### src/rtl/ppu_mem_pkg.sv
`default_nettype none
// ==== ppu_mem_pkg: shared types and address constants for the PPU memory arbiter ====
// ==== Rev 1.0 ====
package ppu_mem_pkg;

  typedef enum logic [1:0] {
    MIR_VERT  = 2'b00,
    MIR_HORIZ = 2'b01,
    MIR_SCR_A = 2'b10,
    MIR_SCR_B = 2'b11
  } mirror_mode_t;

  typedef enum logic {
    OWN_RENDER = 1'b0,
    OWN_CPU    = 1'b1
  } owner_t;

  typedef enum logic [1:0] {
    S_IDLE   = 2'd0,
    S_WAIT   = 2'd1,
    S_ISSUE  = 2'd2,
    S_RDPEND = 2'd3
  } cpu_state_t;

  localparam logic [13:0] NT_BASE  = 14'h2000;
  localparam logic [13:0] PAL_BASE = 14'h3F00;

  // pal marks a palette read whose return data is forced to zero
  typedef struct packed {
    logic   valid;
    owner_t owner;
    logic   pal;
  } rd_tag_t;

endpackage
`default_nettype wire

### src/rtl/ppu_nt_mirror.sv
`default_nettype none
// ==== ppu_nt_mirror: nametable mirroring map plus CHR-ROM / palette region flags ====
// ==== Rev 1.0 ====
module ppu_nt_mirror
  import ppu_mem_pkg::*;
#(
  parameter int ADDR_W = 14
) (
  input  logic [ADDR_W-1:0] addr,
  input  mirror_mode_t      mirror_mode,
  output logic [ADDR_W-1:0] mapped_addr,
  output logic              is_rom,
  output logic              is_pal
);

  logic page;

  always_comb begin
    page = 1'b0;
    case (mirror_mode)
      MIR_VERT:  page = addr[10];
      MIR_HORIZ: page = addr[11];
      MIR_SCR_A: page = 1'b0;
      MIR_SCR_B: page = 1'b1;
      default:   page = 1'b0;
    endcase

    is_rom = ~addr[13];
    is_pal = (addr[13:8] == PAL_BASE[13:8]);

    // $3000-$3EFF folds onto $2000-$2EFF because bits 12 and 11:10 are rebuilt here
    if (addr[13]) begin
      mapped_addr = ADDR_W'(NT_BASE) | ADDR_W'({page, addr[9:0]});
    end else begin
      mapped_addr = addr;
    end
  end

endmodule
`default_nettype wire

### src/rtl/ppu_mem_arbiter.sv
`default_nettype none
// ==== ppu_mem_arbiter: render/CPU scheduler for the PPU memory port with tagged read return ====
// ==== Rev 1.0 ====
module ppu_mem_arbiter
  import ppu_mem_pkg::*;
#(
  parameter int ADDR_W       = 14,
  parameter int DATA_W       = 8,
  parameter int RD_LAT       = 1,
  parameter int STARVE_LIMIT = 8
) (
  input  logic              clk,
  input  logic              rst,
  input  logic [1:0]        mirror_mode,
  input  logic              render_req,
  input  logic [ADDR_W-1:0] render_addr,
  output logic              render_gnt,
  output logic              render_rvalid,
  output logic [DATA_W-1:0] render_rdata,
  input  logic              cpu_req,
  input  logic              cpu_we,
  input  logic [ADDR_W-1:0] cpu_addr,
  input  logic [DATA_W-1:0] cpu_wdata,
  output logic              cpu_ack,
  output logic              cpu_rvalid,
  output logic [DATA_W-1:0] cpu_rdata,
  output logic [ADDR_W-1:0] mem_addr,
  output logic [DATA_W-1:0] mem_wdata,
  output logic              mem_we,
  input  logic [DATA_W-1:0] mem_rdata
);

  localparam int CNT_W = $clog2(STARVE_LIMIT + 1);

  cpu_state_t        state, state_nxt, cpu_phase;
  logic [CNT_W-1:0]  starve_cnt;
  logic              cpu_open, starve_hit, cpu_gnt;
  logic [ADDR_W-1:0] sel_addr, mapped_addr;
  logic              is_rom, is_pal;
  rd_tag_t           new_tag, tail;
  rd_tag_t           tag_pipe [RD_LAT];
  logic [DATA_W-1:0] ret_data;

  // Arbitration: render wins unless the CPU has waited STARVE_LIMIT cycles
  always_comb begin
    cpu_open   = cpu_req && !rst && (state == S_IDLE || state == S_WAIT);
    starve_hit = cpu_open && (starve_cnt == CNT_W'(STARVE_LIMIT));
    render_gnt = render_req && !rst && !starve_hit;
    cpu_gnt    = cpu_open && (!render_req || starve_hit);
    sel_addr   = cpu_gnt ? cpu_addr : render_addr;
  end

  ppu_nt_mirror #(
    .ADDR_W(ADDR_W)
  ) u_mirror (
    .addr       (sel_addr),
    .mirror_mode(mirror_mode_t'(mirror_mode)),
    .mapped_addr(mapped_addr),
    .is_rom     (is_rom),
    .is_pal     (is_pal)
  );

  always_comb begin
    mem_addr  = ((render_gnt || cpu_gnt) && !is_pal) ? mapped_addr : '0;
    mem_we    = cpu_gnt && cpu_we && !is_rom && !is_pal;
    mem_wdata = mem_we ? cpu_wdata : '0;

    new_tag.valid = render_gnt || (cpu_gnt && !cpu_we);
    new_tag.owner = cpu_gnt ? OWN_CPU : OWN_RENDER;
    new_tag.pal   = is_pal;

    tail     = tag_pipe[RD_LAT-1];
    ret_data = tail.pal ? '0 : mem_rdata;
  end

  // The grant cycle is the ISSUE phase; the register itself never rests there
  always_comb begin
    cpu_phase = cpu_gnt ? S_ISSUE : state;
    state_nxt = state;
    case (cpu_phase)
      S_IDLE:   if (cpu_req) state_nxt = S_WAIT;
      S_WAIT:   if (!cpu_req) state_nxt = S_IDLE;
      S_ISSUE:  state_nxt = cpu_we ? S_IDLE : S_RDPEND;
      S_RDPEND: if (tail.valid && tail.owner == OWN_CPU) state_nxt = S_IDLE;
      default:  state_nxt = S_IDLE;
    endcase
    cpu_ack = (cpu_phase == S_ISSUE);
  end

  always_ff @(posedge clk) begin
    if (rst) begin
      state      <= S_IDLE;
      starve_cnt <= '0;
    end else begin
      state <= state_nxt;
      if (!cpu_open || cpu_gnt) begin
        starve_cnt <= '0;
      end else if (starve_cnt != CNT_W'(STARVE_LIMIT)) begin
        starve_cnt <= starve_cnt + 1'b1;
      end
    end
  end

  always_ff @(posedge clk) begin
    if (rst) begin
      for (int i = 0; i < RD_LAT; i++) tag_pipe[i] <= '0;
    end else begin
      tag_pipe[0] <= new_tag;
      for (int i = 1; i < RD_LAT; i++) tag_pipe[i] <= tag_pipe[i-1];
    end
  end

  always_ff @(posedge clk) begin
    if (rst) begin
      render_rvalid <= 1'b0;
      render_rdata  <= '0;
      cpu_rvalid    <= 1'b0;
      cpu_rdata     <= '0;
    end else begin
      render_rvalid <= tail.valid && (tail.owner == OWN_RENDER);
      cpu_rvalid    <= tail.valid && (tail.owner == OWN_CPU);
      if (tail.valid && tail.owner == OWN_RENDER) render_rdata <= ret_data;
      if (tail.valid && tail.owner == OWN_CPU)    cpu_rdata    <= ret_data;
    end
  end

endmodule
`default_nettype wire

### config.mk
export PLATFORM = sky130hd
export DESIGN_NAME = ppu_mem_arbiter
export DESIGN_NICKNAME = d
export VERILOG_FILES = /design/src/rtl/ppu_mem_pkg.sv /design/src/rtl/ppu_nt_mirror.sv /design/src/rtl/ppu_mem_arbiter.sv
export SDC_FILE = /design/constraint.sdc
export NUM_CORES = 1
export LEC_CHECK = 0
export ABC_CLOCK_PERIOD_IN_PS = 7110
export BUFFER_PORTS_ARGS = -buffer_cell sky130_fd_sc_hd__buf_2
export CORE_MARGIN = 4
export CORE_UTILIZATION = 48
export CTS_BUF_LIST = sky130_fd_sc_hd__clkbuf_2
export DETAILED_ROUTE_END_ITERATION = 12
export PLACE_DENSITY = 0.94
export SYNTH_ARGS = -nofsm -noshare
export SYNTH_HDL_FRONTEND = slang
export SYNTH_HIERARCHICAL = 1
export SYNTH_SLANG_ARGS = --single-unit
### constraint.sdc
create_clock -name clk -period 7.11 [get_ports clk]
set_input_delay 1.422 -clock clk [delete_from_list [all_inputs] [get_ports clk]]
set_output_delay 1.422 -clock clk [all_outputs]
set_load 0.03 [all_outputs]
* After elaboration in Yosys (flattened, before gate mapping)
Memories as Yosys holds them, arrays and structs flattened. Index checks and enable logic that the tools add are counted.
Operators by class: add/subtract/negate cells 1, multiply operators 0, divide/modulo/power cells 0, order comparisons 0, equality and inequality tests 13, shifts and indexed selects 0, mux-type cells 18, bitwise operators 1, reduce and logical (&&, ||, !) cells 30
Operator list (count):
- $mux W14 | 3
- $mux W8 | 2
- $logic_and A1 B1 Y1 | 13
- $mux W2 | 5
- $eq A2 B2 Y1 const B | 4
- $pmux W2 S4 | 1
- $eq A2 B1 Y1 const B | 3
- $eq A6 B6 Y1 const B | 1
- $logic_not A1 Y1 | 6
- $logic_not A2 Y1 | 3
- $ne A2 B2 Y1 const B | 3
- $logic_or A1 B1 Y1 | 5
- $mux W1 | 5
- $add A4 B1 Y4 const B | 1
- $eq A4 B4 Y1 const B | 1
- $ne A4 B4 Y1 const B | 1
- $pmux W1 S4 | 1
- $mux W3 | 1
- $reduce_and A3 Y1 | 1
- $reduce_or A3 Y1 | 1
- $reduce_or A2 Y1 | 1
- $not A1 Y1 | 1
Word-level totals: flip-flop bits (word level) 24, latch bits 0, memory bits (writable) 3, memory bits (read-only) 0, bits of input ports 51, output and inout port bits 43, word-level logic and storage cells 70, memories kept 1
Memory list:
- tag_pipe | words 1, bits a word 3, rd ports 1, clocked after memory_dff 0, wr ports 1, line ppu_mem_arbiter.sv:41 | rd_tag_t tag_pipe [RD_LAT];

* Longest topological paths before layout
Gate-level depths: netlist (run 1).
depth in word-level cells 11, depth in mapped cells 12, mapped depth without buffers 10

* Hierarchy
The synthesis (run 1) kept the hierarchy.
By module, submodules not included:
- ppu_mem_arbiter | instances 1, cells each 162, area each 1382.6 µm², sequential area each 540.5 µm²
- ppu_nt_mirror | instances 1, cells each 20, area each 138.9 µm², sequential area each 0.0 µm²

* Worst setup path after synthesis (run 1)
Ideal clock, no wire load.
path kind input to output, from input port rst, to output port mem_addr[10], arrival 3422 ps, required time 5688 ps, setup slack 2266 ps, cell stages on the path 9, buffers on the path 2, cell sequence or3b_4 -> a21oi_4 -> buf_6 -> mux2_2 -> nand4_1 -> nor2_1 -> a21oi_1 -> clkbuf_1 -> and2_1
On the way: longest elaborated chain between the ends 11, elaborated cells on any way between the ends 17, classes of those cells eq/ne (1); mux (4); reduce/logical (12)
Ends and longest elaborated chain:
- start: declaration | line ppu_mem_arbiter.sv:13 | input logic rst,
- $logic_not A1 Y1 (*) | line ppu_mem_arbiter.sv:46 | cpu_open = cpu_req && !rst && (state == S_IDLE || state == S_WAIT);
- $logic_and A1 B1 Y1 (*) (2 in series) | line ppu_mem_arbiter.sv:46
- $logic_and A1 B1 Y1 | line ppu_mem_arbiter.sv:47 | starve_hit = cpu_open && (starve_cnt == CNT_W'(STARVE_LIMIT));
- $logic_or A1 B1 Y1 | line ppu_mem_arbiter.sv:49 | cpu_gnt = cpu_open && (!render_req || starve_hit);
- $logic_and A1 B1 Y1 (*) | line ppu_mem_arbiter.sv:49
- $mux W14 (*) | line ppu_mem_arbiter.sv:50 | sel_addr = cpu_gnt ? cpu_addr : render_addr;
- named net sel_addr[10] | line ppu_mem_arbiter.sv:38 | logic [ADDR_W-1:0] sel_addr, mapped_addr;
- $eq A6 B6 Y1 (*) | line ppu_nt_mirror.sv:29 | is_pal = (addr[13:8] == PAL_BASE[13:8]);
- named net is_pal | line ppu_mem_arbiter.sv:39 | logic is_rom, is_pal;
- $logic_not A1 Y1 (*) | line ppu_mem_arbiter.sv:64 | mem_addr = ((render_gnt || cpu_gnt) && !is_pal) ? mapped_addr : '0;
- $logic_and A1 B1 Y1 (*) | line ppu_mem_arbiter.sv:64
- $mux W14 (*) | line ppu_mem_arbiter.sv:64
- end: declaration | line ppu_mem_arbiter.sv:27 | output logic [ADDR_W-1:0] mem_addr,
Mark *: on every way through the listed nets, which the timed path passes. The rest lies on a longest branch.

* Worst setup path in the final report (run 1)
from input port rst, to output port mem_addr[0]
The elaborated chain is that of the path after synthesis.

==> impl_metrics.py, run 1 <==
metrics = {
    "status": {
        "outcome": "finished, final reports clean",
    },
    "global_routing": {
        "grt_max_degree": 24,
        "grt_pass1_vias": 1436,
        "overflow": 0,
        "grt_antenna_before_repair": 0,
        "grt_pass1_wl_mm": 5.86,
        "track_usage": 0.174,
    },
    "floorplan": {
        "pin_count": 94,
        "die_y_um": 64.3,
        "rows": 20,
        "start_util": 0.498,
        "core_area_um2": 3050,
        "die_w_um": 64.3,
        "dieArea_um2": 4130,
    },
    "final_layout": {
        "fin_cells": 302,
        "multi_input_area_um2": 827,
        "fillers": 287,
        "register_area_um2": 541,
        "drive_gt1_frac": 0.438,
        "area_growth_pct": 26.9,
        "n_antenna_cell": 0,
        "nNetsFinal": 312,
        "final_common_cell": "buf_2",
        "fin_area_um2": 1930,
        "layout_common_cells": "buf_2 (93), nor2_1 (28), dfxtp_1 (27), and2_1 (22), a21oi_1 (19)",
    },
    "routing": {
        "wirelength_mm": 3.62,
        "drc": 0,
        "vias_per_cell": 4.85,
        "postRouteAntennaNets": 0,
        "routedWlPerCell_um": 12.0,
        "drtPass1Iterations": 4,
        "drt_iter0_drc": 73,
        "vias": 1466,
    },
    "sta": {
        "drv_slew": 0,
        "skew_ns": 0.00700,
        "report.final.hold_viol_count": 0,
        "grt_setup_unrepaired": "no",
        "setup_violations": 0,
        "clock.fmax_ghz": 0.180,
        "finalCritPeriodShare": 0.782,
        "setup-tns-final_ns": 0,
        "slew_headroom": 0.521,
        "fin_crit_ns": 5.56,
        "setup_slack_ns": 1.55,
        "tightest_slew_ns": 0.718,
    },
    "hold_path": {
        "hold_path_class": "register to register",
    },
    "logic_synthesis": {
        "syn_area_per_cell_um2": 8.36,
        "syn_area_um2": 1520,
        "ys_seq_area_frac": 0.355,
        "synth-async-reset-ratio": 0,
        "syn_inst": 182,
        "synth.ff_latch_count": 27,
        "synth-main-ff-cell": "dfxtp_1",
        "synth_edf_count": 0,
        "yosysWarningCount": 6,
        "synth_nets": 235,
        "synthDistinctLibCells": 27,
    },
    "clock_network": {
        "cts.clk_slew.worst_paths_ns": 0.24,
        "holdBufCountCts": 0,
        "cts_buffers": 3,
        "clk_latency_ns": 0.34,
        "htree_levels": 1,
        "clk_path_buf_depth": 2,
        "cts_setup_buffers": 0,
        "clock-sinks": 27,
        "cts_tree": "yes",
        "ctsRootBufferMaster": "clkbuf_2",
        "ctsResizeCount": 0,
    },
    "power": {
        "power_leakage_uw": 0.000978,
        "vdd_ir_drop_max_mv": 0.0697,
        "powerDensity_nw_per_um2": 153,
    },
    "flow_run": {
        "max_cap_viol_count": 0,
    },
    "critical_path": {
        "critPathKind": "input port to output port",
        "startpoint_type": "input port",
        "crit_arrival_ns": 4.14,
        "worstPathRequired_ns": 5.69,
        "end_kind": "output port",
        "cp_max_fo": 23,
    },
    "placement": {
        "port_buffers": 93,
        "dp_cells": 298,
        "dpl.hpwl_mm": 2.90,
        "gp_congestion": 0.774,
        "pre_cts_slack_ns": 1.54,
        "placed_area_um2": 1910,
    },
}
[logic make-up after synthesis]
kind of cell / synth area share
AND/OR/NAND/NOR: 0.310
buffers and inverters: 0.101
flip-flops: 0.355
AO/OA/AOI/OAI: 0.102
multiplexers: 0.104
XOR/XNOR: 0.0115
adder cells (fa/ha/maj): 0.0164
[registers in the layout, summed over array words and instances, names as in the netlist]
name           flops
render_rvalid      1
tag_pipe           3
render_rdata       8
starve_cnt         4
cpu_rvalid         1
state              2
cpu_rdata          8
[cell usage after synthesis, types with 2 or more instances]
cell | instances | area, um^2
clkbuf_1 | 8 | 30.0
nor3b_1 | 17 | 128
inv_1 | 6 | 22.5
and3_1 | 2 | 12.5
ha_1 | 2 | 25.0
dfxtp_1 | 27 | 541
and2_1 | 22 | 138
o21ai_0 | 2 | 10.0
nand2_1 | 4 | 15.0
nand2b_1 | 2 | 12.5
nor2b_1 | 3 | 18.8
buf_4 | 12 | 90.1
mux2_2 | 14 | 158
nand4_1 | 3 | 18.8
a21oi_1 | 19 | 95.1
nor2_1 | 28 | 105
[per-layer routing]
metal / track usage / part of all wire / vias up
li1: - / - / 745
met1: 0.203 / 0.44 / 642
met2: 0.300 / 0.46 / 71
met3: 0.0457 / 0.086 / 8
met4: 0.0712 / 0.015 / 0
met5: 0 / 0 / -
[per-stage QoR]
stage	hold WS, ns	utilization	power, uW
finish	0.503	0.632	296
global route	0.540	0.632	312
CTS	0.509	0.632	299
detailed placement	0.460	0.626	244
global placement	0.443	0.626	242
floorplan	0.430	-	221
[final cells by class]
type | instances | share of cell area
clock buffer | 3 | 0.00778
clock inverter | 1 | 0.00259
inverter | 6 | 0.0117
multi-input combinational | 128 | 0.428
sequential | 27 | 0.280
tap | 44 | 0.0285
timing repair buffer | 93 | 0.241
[path summary, 6_finish.rpt]
kind	startpoint	to	slack (ns)	depth (start not counted)
worst max-delay path	rst	mem_addr[0]	1.55	9
worst min register to register	starve_cnt[0]	starve_cnt[0]	0.50	1
worst min-delay path	starve_cnt[0]	starve_cnt[0]	0.50	1
worst max register to register	starve_cnt[0]	tag_pipe[0][0]	5.00	8
[report_power, final]
| group | internal, uW | leakage, uW | switching [uW] |
|---|---|---|---|
| sequential | 157 | 0.000220 | 3.13 |
| clock | 12.8 | 0.0000164 | 42.6 |
| combinational | 33.3 | 0.000742 | 47.4 |
| total | 203 | 0.000978 | 93.2 |
[worst max-delay path, stage by stage]
cell and delay [ns]:
buf_2 0.24, or3b_4 0.45, a21oi_4 0.44, mux2_2 0.45, nand2_1 0.08, nor2_1 0.06
a21oi_1 0.56, and2_1 0.23, buf_2 0.20
(Power assumes the default switching activity.)
==> run 2, diff against run 1 <==
Settings changed: ABC_CLOCK_PERIOD_IN_PS 7110 to 5800, CORE_UTILIZATION 48 to 44, PLACE_DENSITY 0.94 to 0.88.
Clock period 7.11 ns to 5.8 ns, I/O delays scaled along.
==> run 2 against run 1 <==
Global-route usage shrank 2.4 points. Clock power grew 21%. Critical path depth is the same. Flip-flop and latch count is the same. Utilization shrank 5.3 points. Power grew 22%. Wire length shrank 3.5%. Critical path type unchanged. Highest routed layer unchanged.
==> impl_metrics.py, run 2 (synthesis results as in run 1) <==
metrics = {
    "clock_network": {
        "cts_buffers": 3,
        "cts_tree": "yes",
        "clk_path_buf_depth": 2,
        "clk_latency_ns": 0.34,
        "clock-sinks": 27,
        "htree_levels": 1,
        "ctsRootBufferMaster": "clkbuf_2",
        "cts_setup_buffers": 0,
        "holdBufCountCts": 0,
        "cts.clk_slew.worst_paths_ns": 0.23,
        "ctsResizeCount": 0,
    },
    "status": {
        "outcome": "finished, final reports clean",
    },
    "placement": {
        "pre_cts_slack_ns": 0.783,
        "gp_congestion": 0.762,
        "dpl.hpwl_mm": 2.83,
        "port_buffers": 93,
        "dp_cells": 300,
    },
    "sta": {
        "drv_slew": 0,
        "report.final.hold_viol_count": 0,
        "skew_ns": 0.00430,
        "setup_violations": 0,
        "clock.fmax_ghz": 0.200,
        "finalCritPeriodShare": 0.861,
        "slew_headroom": 0.530,
        "grt_setup_unrepaired": "no",
        "setup_slack_ns": 0.803,
        "tightest_slew_ns": 0.705,
        "setup-tns-final_ns": 0,
        "fin_crit_ns": 5.00,
    },
    "critical_path": {
        "cp_max_fo": 23,
        "r2r-start": "state[1]",
        "crit_start": "rst",
        "worstPathRequired_ns": 4.64,
        "end_kind": "output port",
        "critPathKind": "input port to output port",
        "crit_arrival_ns": 3.84,
        "startpoint_type": "input port",
    },
    "power": {
        "p_int_uw": 249,
        "p_sw_frac": 0.312,
        "p_clk_frac": 0.186,
        "power.switching_uw": 113,
        "p_comb_frac": 0.271,
        "powerDensity_nw_per_um2": 187,
        "seqPwrFrac": 0.543,
        "power_leakage_uw": 0.000978,
        "p_total_uw": 362,
        "vdd_ir_drop_max_mv": 0.0922,
    },
    "final_layout": {
        "area_growth_pct": 27.1,
        "top_regs": "cpu_rdata: 8 flops, render_rdata: 8 flops, starve_cnt: 4 flops",
        "fin_cells": 304,
        "nNetsFinal": 312,
        "final_util": 0.579,
        "n_antenna_cell": 0,
        "drive_gt1_frac": 0.438,
        "final_common_cell": "buf_2",
        "layout_common_cells": "buf_2 (93), nor2_1 (28), dfxtp_1 (27), and2_1 (22), a21oi_1 (19)",
    },
    "global_routing": {
        "grt_max_degree": 24,
        "grt_pass1_vias": 1356,
        "grt_antenna_before_repair": 0,
        "track_usage": 0.150,
        "grt_pass1_wl_mm": 5.38,
        "overflow": 0,
    },
    "routing": {
        "drt_iter0_drc": 15,
        "routedWlPerCell_um": 11.5,
        "postRouteAntennaNets": 0,
        "drc": 0,
        "vias_per_cell": 4.70,
        "drtPass1Iterations": 4,
        "vias": 1429,
        "wirelength_mm": 3.49,
    },
    "floorplan": {
        "start_util": 0.456,
        "dieArea_um2": 4460,
        "rows": 21,
        "core_area_um2": 3340,
        "die_w_um": 66.8,
        "pin_count": 94,
        "die_y_um": 66.8,
    },
    "flow_run": {
        "max_cap_viol_count": 0,
    },
    "hold_path": {
        "hold_path_class": "register to register",
        "hold_path.startpoint": "starve_cnt[0]",
    },
}
-- run 2: critical path, stage by stage --
cell and delay (ns):
buf_2 0.23, or3b_4 0.45, a21oi_4 0.43, mux2_2 0.45
nand2_1 0.08, nor2_1 0.06, a21oi_1 0.55, and2_1 0.23
buf_2 0.20
-- run 2: final cells by class --
class | count | area (um^2)
tap | 46 | 57.6
fill | 322 | 1400
clock inverter | 1 | 5.00
clock buffer | 3 | 15.0
timing repair buffer | 93 | 465
sequential | 27 | 541
inverter | 6 | 22.5
multi-input combinational | 128 | 827
-- run 2: per-stage QoR --
stage	area, um^2	hold WS, ns
after global placement	1910	0.444
after CTS	1930	0.502
after global routing	1930	0.511
final	1930	0.495
after detailed placement	1910	0.457
after floorplan	1520	0.430
-- run 2: worst paths after layout --
kind | endpoint | slack [ns] | cells past startpoint
worst max-delay path | mem_addr[9] | 0.80 | 9
worst min-delay path | starve_cnt[0] | 0.49 | 1
worst max register to register | tag_pipe[0][0] | 3.71 | 6
worst min register to register | starve_cnt[0] | 0.49 | 1
-- run 2: routing by layer --
layer	GRT usage	up-vias	share of wire	routed length [um]
li1	-	745	-	-
met1	0.184	613	0.43	1510
met3	0.0337	4	0.11	367
met4	0.0305	0	0.0069	24
met5	0	-	0	0
met2	0.267	67	0.46	1590
-- run 2: power by group through the flow --
stage | registers [uW] | logic (uW) | clock network [uW]
global placement | 200 | 97.2 | 0
floorplan | 208 | 63.3 | 0
finish | 196 | 98.2 | 67.3
CTS | 196 | 98.9 | 71.1
global route | 197 | 108 | 75.5
detailed placement | 200 | 98.4 | 0
==> run 3, diff against run 2 <==
Settings changed: GPL_TIMING_DRIVEN set to 0.
==> run 3 against run 2 <==
First-iteration DRC count grew to 5.7 times the previous value. Worst setup slack improved by 0.19 ns. Die area did not move. Clock-buffer cell count up 1. Register-to-register slack better by 0.02 ns. Clock power grew 7.3%. Critical path depth is 2 higher. Fmax grew 3.9%. Combinational power rose by 11%. Utilization grew 3.9 points. Critical endpoint is now mem_addr[12]. Largest cell class unchanged.
==> impl_metrics.py, run 3 (synthesis results as in run 1) <==
metrics = {
    "power": {
        "p_int_uw": 259,
        "p_clk_frac": 0.191,
        "seqPwrFrac": 0.521,
        "p_sw_frac": 0.312,
        "power_leakage_uw": 0.00105,
        "p_total_uw": 377,
        "vdd_ir_drop_max_mv": 0.0745,
        "p_comb_frac": 0.288,
        "power.switching_uw": 118,
        "powerDensity_nw_per_um2": 183,
    },
    "sta": {
        "drv_slew": 0,
        "slew_headroom": 0.711,
        "setup_slack_ns": 0.989,
        "tightest_slew_ns": 0.434,
        "skew_ns": 0.0104,
        "fin_crit_ns": 4.81,
        "setup-tns-final_ns": 0,
        "report.final.hold_viol_count": 0,
        "finalCritPeriodShare": 0.829,
        "clock.fmax_ghz": 0.208,
        "setup_violations": 0,
        "grt_setup_unrepaired": "no",
    },
    "routing": {
        "vias_per_cell": 4.82,
        "drt_iter0_drc": 85,
        "drc": 0,
        "postRouteAntennaNets": 0,
        "drtPass1Iterations": 4,
        "routedWlPerCell_um": 11.7,
        "wirelength_mm": 3.81,
        "vias": 1565,
    },
    "placement": {
        "pre_cts_slack_ns": 0.971,
        "port_buffers": 93,
        "gp_congestion": 0.790,
        "dp_cells": 321,
        "dpl.hpwl_mm": 3.16,
    },
    "floorplan": {
        "core_area_um2": 3340,
        "die_w_um": 66.8,
        "dieArea_um2": 4460,
        "die_y_um": 66.8,
        "start_util": 0.456,
        "pin_count": 94,
        "rows": 21,
    },
    "clock_network": {
        "cts_setup_buffers": 0,
        "clock-sinks": 27,
        "ctsRootBufferMaster": "clkbuf_2",
        "htree_levels": 1,
        "cts_tree": "yes",
        "ctsResizeCount": 0,
        "cts_buffers": 3,
        "clk_path_buf_depth": 2,
        "clk_latency_ns": 0.35,
        "holdBufCountCts": 0,
        "cts.clk_slew.worst_paths_ns": 0.23,
    },
    "final_layout": {
        "final_common_cell": "buf_2",
        "layout_common_cells": "buf_2 (93), nor2_1 (28), dfxtp_1 (27), and2_1 (22), a21oi_1 (19)",
        "fin_cells": 325,
        "area_growth_pct": 35.7,
        "nNetsFinal": 333,
        "drive_gt1_frac": 0.452,
        "n_antenna_cell": 0,
        "top_regs": "cpu_rdata: 8 flops, render_rdata: 8 flops, starve_cnt: 4 flops",
    },
    "global_routing": {
        "overflow": 0,
        "grt_pass1_vias": 1531,
        "grt_antenna_before_repair": 0,
        "grt_max_degree": 15,
        "track_usage": 0.175,
        "grt_pass1_wl_mm": 6.22,
    },
    "critical_path": {
        "cp_max_fo": 10,
        "worstPathRequired_ns": 4.64,
        "critPathKind": "input port to output port",
        "end_kind": "output port",
        "crit_arrival_ns": 3.65,
        "startpoint_type": "input port",
    },
    "hold_path": {
        "hold_path_class": "register to register",
    },
    "status": {
        "outcome": "finished, final reports clean",
    },
    "flow_run": {
        "max_cap_viol_count": 0,
    },
}
[run 3: area by class of cell]
| type | instances | area, um^2 |
|---|---|---|
| clock buffers | 4 | 20.0 |
| fillers | 319 | 1270 |
| well taps | 46 | 57.6 |
| flip-flops and latches | 27 | 541 |
| plain buffers | 21 | 131 |
| repair buffers | 93 | 465 |
| inverters | 6 | 22.5 |
| multi-input cells | 128 | 827 |
[run 3: metrics by stage]
step	util	area, um^2	hold WS [ns]
6_report	0.619	2060	0.496
5_1_grt	0.619	2060	0.524
4_1_cts	0.619	2060	0.501
3_5_place_dp	0.613	2040	0.458
3_3_place_gp	0.613	2040	0.444
2_1_floorplan	-	1520	0.430
[run 3: routing by layer]
layer	part of all wire	global-route usage	vias up
met2	0.47	0.308	77
met5	0	0	-
met4	0.011	0.0558	0
met1	0.40	0.202	695
li1	-	-	789
met3	0.11	0.0506	4
[run 3: final timing paths]
kind	slack (ns)	depth (start not counted)	end	start
hold reg to reg	0.50	1	starve_cnt[0]	starve_cnt[0]
setup / recovery	0.99	11	mem_addr[12]	rst
setup reg to reg	3.73	7	tag_pipe[0][0]	state[1]
hold / removal	0.50	1	starve_cnt[0]	starve_cnt[0]
[run 3: worst max-delay path, cell delays in order]
cell and delay, ns:
buf_2 0.13, or3b_4 0.40, a21oi_4 0.28, buf_6 0.19
mux2_2 0.36, nand4_1 0.09, nor2_1 0.07, a21oi_1 0.25
clkbuf_1 0.34, and2_1 0.19, buf_2 0.20
[run 3: power by group through the flow]
| stage | logic (uW) | clock network, uW | registers, uW |
|---|---|---|---|
| 3_3_place_gp | 107 | 0 | 200 |
| 2_1_floorplan | 63.3 | 0 | 208 |
| 5_1_grt | 119 | 80.4 | 197 |
| 6_report | 109 | 72.2 | 196 |
| 3_5_place_dp | 109 | 0 | 200 |
| 4_1_cts | 110 | 74.3 | 196 |
